## config.mk

```make
export PLATFORM = sky130hd
export DESIGN_NAME = bus_arbiter_mc
export DESIGN_NICKNAME = d
export VERILOG_FILES = /design/src/rtl/bus_arbiter_mc_pkg.sv /design/src/rtl/bus_arbiter_mc_rr_arbiter.sv /design/src/rtl/bus_arbiter_mc.sv
export SDC_FILE = /design/constraint.sdc
export NUM_CORES = 1
export LEC_CHECK = 0
export CAP_MARGIN = 20
export CORE_ASPECT_RATIO = 0.9
export CORE_MARGIN = 1
export CORE_UTILIZATION = 33
export CTS_CLUSTER_DIAMETER = 30
export DETAILED_ROUTE_END_ITERATION = 12
export PLACE_DENSITY = 0.62
export SYNTH_ARGS = -nofsm -noshare
export SYNTH_HDL_FRONTEND = slang
export SYNTH_SLANG_ARGS = --single-unit
```

## constraint.sdc

```tcl
create_clock -name clk -period 5.15 [get_ports clk]
set_clock_uncertainty 0.05 [all_clocks]
set_input_delay 0.515 -clock clk [delete_from_list [all_inputs] [get_ports clk]]
set_output_delay 0.515 -clock clk [all_outputs]
set_load 0.02 [all_outputs]
```

## src/rtl/bus_arbiter_mc_pkg.sv

```systemverilog
// Shared types for the multi-channel bus arbiter: opcodes, busio register
// indices, sequencer states and small opcode classification helpers.
package bus_arbiter_mc_pkg;

   typedef enum logic [3:0] {
      OP_FETCH = 4'd8,
      OP_DRD   = 4'd9,
      OP_DWR   = 4'd10,
      OP_RDMWR = 4'd11,
      OP_BTRWR = 4'd12,
      OP_BTRRD = 4'd13,
      OP_BIRD  = 4'd15
   } opcode_e;

   typedef enum logic [1:0] {
      REG_ADDR  = 2'd0,
      REG_CMD   = 2'd1,
      REG_RDATA = 2'd2,
      REG_WDATA = 2'd3
   } reg_index_e;

   typedef enum logic [2:0] {
      S_IDLE,
      S_ADDR,
      S_SETUP,
      S_STROBE,
      S_FIN
   } state_e;

   // Opcodes 0-7 and 14 complete without touching the bus.
   function automatic logic op_uses_bus(input logic [3:0] op);
      return (op >= 4'd8) && (op != 4'd14);
   endfunction

   function automatic logic op_is_burst(input logic [3:0] op);
      return (op == OP_BTRWR) || (op == OP_BTRRD);
   endfunction

endpackage

```

## src/rtl/bus_arbiter_mc_rr_arbiter.sv

```systemverilog
// Round-robin grant over NCH requesters; the search starts one past the
// last channel that was actually taken, channel 0 first after reset.
module rr_arbiter #(
   parameter int NCH = 2
) (
   input  logic           clk,
   input  logic           reset,
   input  logic [NCH-1:0] req,
   input  logic           take,
   output logic [NCH-1:0] grant
);

   localparam int IW = (NCH > 1) ? $clog2(NCH) : 1;

   logic [IW-1:0] ptr_reg;
   logic [IW-1:0] ptr_next;
   logic [IW-1:0] win_idx;
   logic          found;

   function automatic int wrap(input int v);
      return v % NCH;
   endfunction

   always_comb begin
      grant   = '0;
      found   = 1'b0;
      win_idx = '0;
      for (int k = 0; k < NCH; k++) begin
         if (!found && req[wrap(int'(ptr_reg) + k)]) begin
            found = 1'b1;
            grant[wrap(int'(ptr_reg) + k)] = 1'b1;
            win_idx = IW'(wrap(int'(ptr_reg) + k));
         end
      end
   end

   assign ptr_next = (win_idx == IW'(NCH - 1)) ? '0 : win_idx + IW'(1);

   always_ff @(posedge clk) begin
      if (reset) begin
         ptr_reg <= '0;
      end else if (take && found) begin
         ptr_reg <= ptr_next;
      end
   end

endmodule

```

## src/rtl/bus_arbiter_mc.sv

```systemverilog
// Multi-channel bus arbiter: grants one requesting channel at a time and
// sequences its opcode into busio/memory strobes with wait-state timeout.
module bus_arbiter_mc
   import bus_arbiter_mc_pkg::*;
#(
   parameter int NCH   = 2,
   parameter int BURST = 4,
   parameter int TMO   = 255
) (
   input  logic                clk,
   input  logic                reset,
   input  logic [NCH-1:0]      req,
   input  logic [NCH-1:0][3:0] req_op,
   input  logic                suspend,
   input  logic                mem_ready,
   output logic [NCH-1:0]      gnt,
   output logic [1:0]          arx,
   output logic                ecx,
   output logic                wrx,
   output logic                astb,
   output logic                rd,
   output logic                wr,
   output logic                iack,
   output logic                atomic,
   output logic [NCH-1:0]      done,
   output logic                err
);

   localparam int              WCW        = (TMO < 1) ? 1 : $clog2(TMO + 1);
   localparam logic [3:0]      BURST_LAST = 4'(BURST - 1);
   localparam logic [WCW-1:0]  TMO_CNT    = WCW'(TMO);

   state_e           state_reg, state_next;
   logic [NCH-1:0]   gnt_reg, gnt_next;
   logic [3:0]       op_reg, op_next;
   logic [3:0]       word_cnt_reg, word_cnt_next;
   logic [WCW-1:0]   wait_cnt_reg, wait_cnt_next;
   logic             err_reg, err_next;

   logic [NCH-1:0]   arb_grant;
   logic             arb_take;
   logic [3:0]       sel_op;
   logic             write_phase;
   logic             is_rdmwr;
   logic             fin_out;
   reg_index_e       arx_idx;

   assign arb_take = (state_reg == S_IDLE) && !suspend && (|req);

   rr_arbiter #(.NCH(NCH)) u_rr_arbiter (
      .clk   (clk),
      .reset (reset),
      .req   (req),
      .take  (arb_take),
      .grant (arb_grant)
   );

   always_comb begin
      sel_op = '0;
      for (int i = 0; i < NCH; i++) begin
         if (arb_grant[i]) sel_op = sel_op | req_op[i];
      end
   end

   // RDMWR runs its read half with word_cnt=1 and its write half at 0.
   assign is_rdmwr    = (op_reg == OP_RDMWR);
   assign write_phase = (op_reg == OP_DWR) || (op_reg == OP_BTRWR) ||
                        (is_rdmwr && (word_cnt_reg == 4'd0));

   always_comb begin
      state_next    = state_reg;
      gnt_next      = gnt_reg;
      op_next       = op_reg;
      word_cnt_next = word_cnt_reg;
      wait_cnt_next = wait_cnt_reg;
      err_next      = err_reg;
      case (state_reg)
         S_IDLE: begin
            err_next = 1'b0;
            if (|req) begin
               gnt_next      = arb_grant;
               op_next       = sel_op;
               wait_cnt_next = '0;
               if (op_is_burst(sel_op))      word_cnt_next = BURST_LAST;
               else if (sel_op == OP_RDMWR)  word_cnt_next = 4'd1;
               else                          word_cnt_next = 4'd0;
               if (!op_uses_bus(sel_op))     state_next = S_FIN;
               else if (sel_op == OP_BIRD)   state_next = S_SETUP;
               else                          state_next = S_ADDR;
            end
         end
         S_ADDR: state_next = S_SETUP;
         S_SETUP: begin
            wait_cnt_next = '0;
            state_next    = S_STROBE;
         end
         S_STROBE: begin
            if (mem_ready) begin
               if (word_cnt_reg == 4'd0) begin
                  state_next = S_FIN;
               end else begin
                  word_cnt_next = word_cnt_reg - 4'd1;
                  state_next    = S_SETUP;
               end
            end else if (wait_cnt_reg == TMO_CNT) begin
               err_next   = 1'b1;
               state_next = S_FIN;
            end else begin
               wait_cnt_next = wait_cnt_reg + WCW'(1);
            end
         end
         S_FIN: begin
            gnt_next   = '0;
            err_next   = 1'b0;
            state_next = S_IDLE;
         end
         default: state_next = S_IDLE;
      endcase
      if (suspend) begin
         state_next = S_IDLE;
         gnt_next   = '0;
         err_next   = 1'b0;
      end
   end

   always_ff @(posedge clk) begin
      if (reset) begin
         state_reg    <= S_IDLE;
         gnt_reg      <= '0;
         op_reg       <= '0;
         word_cnt_reg <= '0;
         wait_cnt_reg <= '0;
         err_reg      <= 1'b0;
      end else begin
         state_reg    <= state_next;
         gnt_reg      <= gnt_next;
         op_reg       <= op_next;
         word_cnt_reg <= word_cnt_next;
         wait_cnt_reg <= wait_cnt_next;
         err_reg      <= err_next;
      end
   end

   always_comb begin
      arx_idx = REG_RDATA;
      ecx     = 1'b0;
      astb    = 1'b0;
      rd      = 1'b0;
      wr      = 1'b0;
      wrx     = 1'b0;
      iack    = 1'b0;
      atomic  = 1'b0;
      case (state_reg)
         S_ADDR: begin
            arx_idx = REG_ADDR;
            ecx     = 1'b1;
            astb    = 1'b1;
            atomic  = is_rdmwr;
         end
         S_SETUP, S_STROBE: begin
            ecx    = 1'b1;
            atomic = is_rdmwr;
            iack   = (op_reg == OP_BIRD);
            if (op_reg == OP_FETCH)             arx_idx = REG_CMD;
            else if (write_phase && !is_rdmwr)  arx_idx = REG_WDATA;
            else                                arx_idx = REG_RDATA;
            if (state_reg == S_SETUP) begin
               rd = !write_phase;
            end else begin
               wrx = !write_phase;
               wr  = write_phase;
            end
         end
         default: ;
      endcase
   end

   assign arx     = arx_idx;
   assign gnt     = gnt_reg;
   assign fin_out = (state_reg == S_FIN) && !suspend;
   assign err     = fin_out && err_reg;

   generate
      for (genvar gi = 0; gi < NCH; gi++) begin : g_done
         assign done[gi] = fin_out && gnt_reg[gi];
      end
   endgenerate

endmodule

```

==> out/qor.json <==
{
  "run_status": {
    "outcome": "completed"
  },
  "floorplan": {
    "die_area_um2": 4630,
    "ioPinCount": 28,
    "num_rows": 22,
    "core_region_area_um2": 4130,
    "floorplan.die.width_um": 71.6,
    "die_height_um": 64.7,
    "starting_density_pct": 34.9
  },
  "min_path": {
    "min-delay-start": "wait_cnt_reg[1]",
    "worstHoldPathType": "reg2reg",
    "whs_endpoint": "wait_cnt_reg[1]",
    "hold_path_depth": 2
  },
  "sta": {
    "max_freq_mhz": 356,
    "number_of_hold_slack_violations_in_the_final_timing_report": 0,
    "max_slew.worst_pin.slew_ps": 587,
    "timing.setup.tns_ps": 0,
    "final-setup-viol-count": 0,
    "max_slew_margin_pct": 60.9,
    "grt_setup_unrepaired": "no",
    "fraction_of_the_cycle_the_final_worst_path_needs_pct": 54.6,
    "period_needed_ps": 2810,
    "final-max-slew-violation-count": 0
  },
  "detailed_routing": {
    "routed.top_layer": "met4",
    "route.detailed.drc": 0,
    "routed_wl_um": 3460,
    "detailroute.wirelength.met2_um": 1430,
    "via_per_inst": 5.42,
    "route.antenna.remaining_nets": 0,
    "met3_length_um": 192,
    "drt_first_iter_violations": 55,
    "m1WireLength_um": 1810,
    "routed_wire_length_per_instance_um": 14.4,
    "first_pass_iters": 4,
    "vias": 1306
  },
  "global_route": {
    "grt.overflow.total": 0,
    "first_pass_grt_wire_length_um": 5890,
    "antenna_found_initial": 0,
    "grt_pass1_vias": 1158,
    "gr-usage-all-layers_pct": 16.3,
    "maximum_number_of_pins_on_one_net_before_global_route_repair": 17
  },
  "clock_network": {
    "cts_repair_resize_count": 0,
    "longest_clk_path_bufs": 2,
    "clock_insertion_delay_worst_skew_ps": 270,
    "htree_num_levels": 1,
    "worst_setup_hold_path_clk_slew_ps": 80,
    "holdBufCountCts": 0,
    "clock-sinks": 23,
    "root_buffer": "sky130_fd_sc_hd__clkbuf_8",
    "cts_post_setup_buffers_inserted": 0,
    "tritoncts": "built",
    "cts_inserted_buffers": 3
  },
  "logic_synthesis": {
    "synthFlopType": "sky130_fd_sc_hd__dfxtp_1",
    "mappedNetlistArea_um2": 1440,
    "syn_avg_cell_area_um2": 8.57,
    "mappedNetlistNets": 185,
    "sequential_area_share_after_synthesis_pct": 32.0,
    "synthArstFlopShare_pct": 0,
    "synth-edff-count": 0,
    "ys_ff_latch": 23,
    "synthDistinctLibCells": 50,
    "syn-instance-count": 168,
    "yosys_warnings": 0
  },
  "worst_setup_path": {
    "worst_r2r_path_depth": 5,
    "r2r-end": "wait_cnt_reg[5]",
    "r2r_slack_ps": 3310,
    "timing.critical_path.from_type": "flip-flop",
    "timing.critical_path.arrival_ps": 2240,
    "regToRegStartpoint": "state_reg[1]",
    "critical_path.endpoint_type": "primary output",
    "worstSetupPathType": "reg2out",
    "critPathMaxFanout": 4,
    "cp_data_required_time_ps": 4590
  },
  "placement": {
    "routability_congestion": 0.773,
    "io_buffer_count": 27,
    "total_cell_area_at_the_placement_stage_um2": 1730,
    "place.detailed.hpwl_um": 2530
  },
  "finish": {
    "post_synthesis_to_final_layout_area_growth_pct": 23.5,
    "largest_reg_flops": 8,
    "layout.cell_area.non_filler_um2": 1780,
    "area_of_combinational_cells_with_multiple_inputs_um2": 925,
    "leading_cell_types_in_the_layout_fill_and_taps_excluded": "sky130_fd_sc_hd__clkdlybuf4s50_1, sky130_fd_sc_hd__nor2_1, sky130_fd_sc_hd__dfxtp_1, sky130_fd_sc_hd__nand2_1, sky130_fd_sc_hd__a21oi_1",
    "utilization_pct": 43.1,
    "fillers": 430,
    "seq_area_um2": 460,
    "nNetsFinal": 211,
    "mostFrequentLayoutCell": "sky130_fd_sc_hd__clkdlybuf4s50_1",
    "post_route_cells_drive_above_1_share_pct": 13.5,
    "count_of_inserted_antenna_diode_cells": 0
  },
  "job": {
    "maxCapViolations": 0
  },
  "power_and_ir_drop": {
    "total_leakage_power_uw": 0.000582,
    "power_density_nw_per_um2": 237,
    "vdd_ir_drop_max_v": 0.000128
  }
}
[logic make-up after synthesis]
family                     synth area share [%]
and+or+nand+nor                            29.9
AOI/OAI and AO/OA                          27.5
DFF                                        32.0
buffers and inverters                      3.82
xor gates and xnor gates                   4.26
adders and majority gates                  2.61
[final cells by class]
type	count	share of cell area (%)
Sequential cell	23	25.9
Inverter	3	0.633
Clock buffer	4	2.53
Timing Repair Buffer	28	15.6
Multi-Input combinational cell	135	52.0
Tap cell	48	3.38
[cell usage after synthesis, types with 2 or more instances]
cell type / n / area [um^2]
sky130_fd_sc_hd__a32oi_1: 2 / 17.5
sky130_fd_sc_hd__ha_1: 3 / 37.5
sky130_fd_sc_hd__o21ai_0: 6 / 30.0
sky130_fd_sc_hd__clkbuf_1: 3 / 11.3
sky130_fd_sc_hd__nor2_1: 24 / 90.1
sky130_fd_sc_hd__o21ai_1: 2 / 10.0
sky130_fd_sc_hd__a32oi_2: 3 / 48.8
sky130_fd_sc_hd__a31oi_1: 5 / 31.3
sky130_fd_sc_hd__nand2_1: 10 / 37.5
sky130_fd_sc_hd__a21oi_1: 10 / 50.1
sky130_fd_sc_hd__a311oi_1: 2 / 17.5
sky130_fd_sc_hd__dfxtp_1: 23 / 460
sky130_fd_sc_hd__a211oi_1: 3 / 22.5
sky130_fd_sc_hd__nand2b_1: 3 / 18.8
sky130_fd_sc_hd__xor2_1: 2 / 17.5
sky130_fd_sc_hd__and3_1: 2 / 12.5
sky130_fd_sc_hd__nor3_1: 9 / 45.0
sky130_fd_sc_hd__nor4_1: 2 / 12.5
sky130_fd_sc_hd__nor3b_1: 2 / 15.0
sky130_fd_sc_hd__nand3_1: 7 / 35.0
sky130_fd_sc_hd__inv_1: 3 / 11.3
sky130_fd_sc_hd__a211oi_2: 6 / 75.1
sky130_fd_sc_hd__xnor2_1: 5 / 43.8
sky130_fd_sc_hd__nor3_2: 2 / 20.0
sky130_fd_sc_hd__and2_1: 3 / 18.8
sky130_fd_sc_hd__buf_6: 2 / 22.5
[layer usage]
metal | up-vias | track usage, %
li1 | 667 | -
met1 | 602 | 23.0
met2 | 32 | 24.1
met3 | 5 | 4.51
met4 | 0 | 4.41
met5 | - | 0
[worst max-delay path: stages (launching register included)]
cell,delay (ps)
sky130_fd_sc_hd__dfxtp_1,330
sky130_fd_sc_hd__inv_1,100
sky130_fd_sc_hd__ha_1,140
sky130_fd_sc_hd__or3b_4,400
sky130_fd_sc_hd__o22ai_1,220
sky130_fd_sc_hd__and3_1,200
sky130_fd_sc_hd__clkdlybuf4s50_1,600
[stage by stage]
step	setup WS (ps)	power [uW]	instances	hold slack (ps)
final	2340	422	241	441
after global routing	2200	447	241	469
after global placement	2480	311	237	431
after CTS	2330	428	241	444
after floorplan	3100	279	168	393
after detailed placement	2440	312	237	430
[how the worst max path moves through the flow]
stage / from / end / slack [ps]
CTS: word_cnt_reg[0] / wr / 2330
global route: word_cnt_reg[0] / wr / 2200
floorplan: word_cnt_reg[0] / rd / 3100
finish: word_cnt_reg[0] / wr / 2340
global placement: suspend / done[1] / 2480
detailed placement: suspend / err / 2440
[report_power, final]
| group | total (uW) | internal [uW] | switching (uW) |
|---|---|---|---|
| logic | 107 | 48.4 | 58.1 |
| registers | 201 | 187 | 14.1 |
| clock network | 115 | 55.3 | 59.2 |
(Power assumes the default switching activity.)
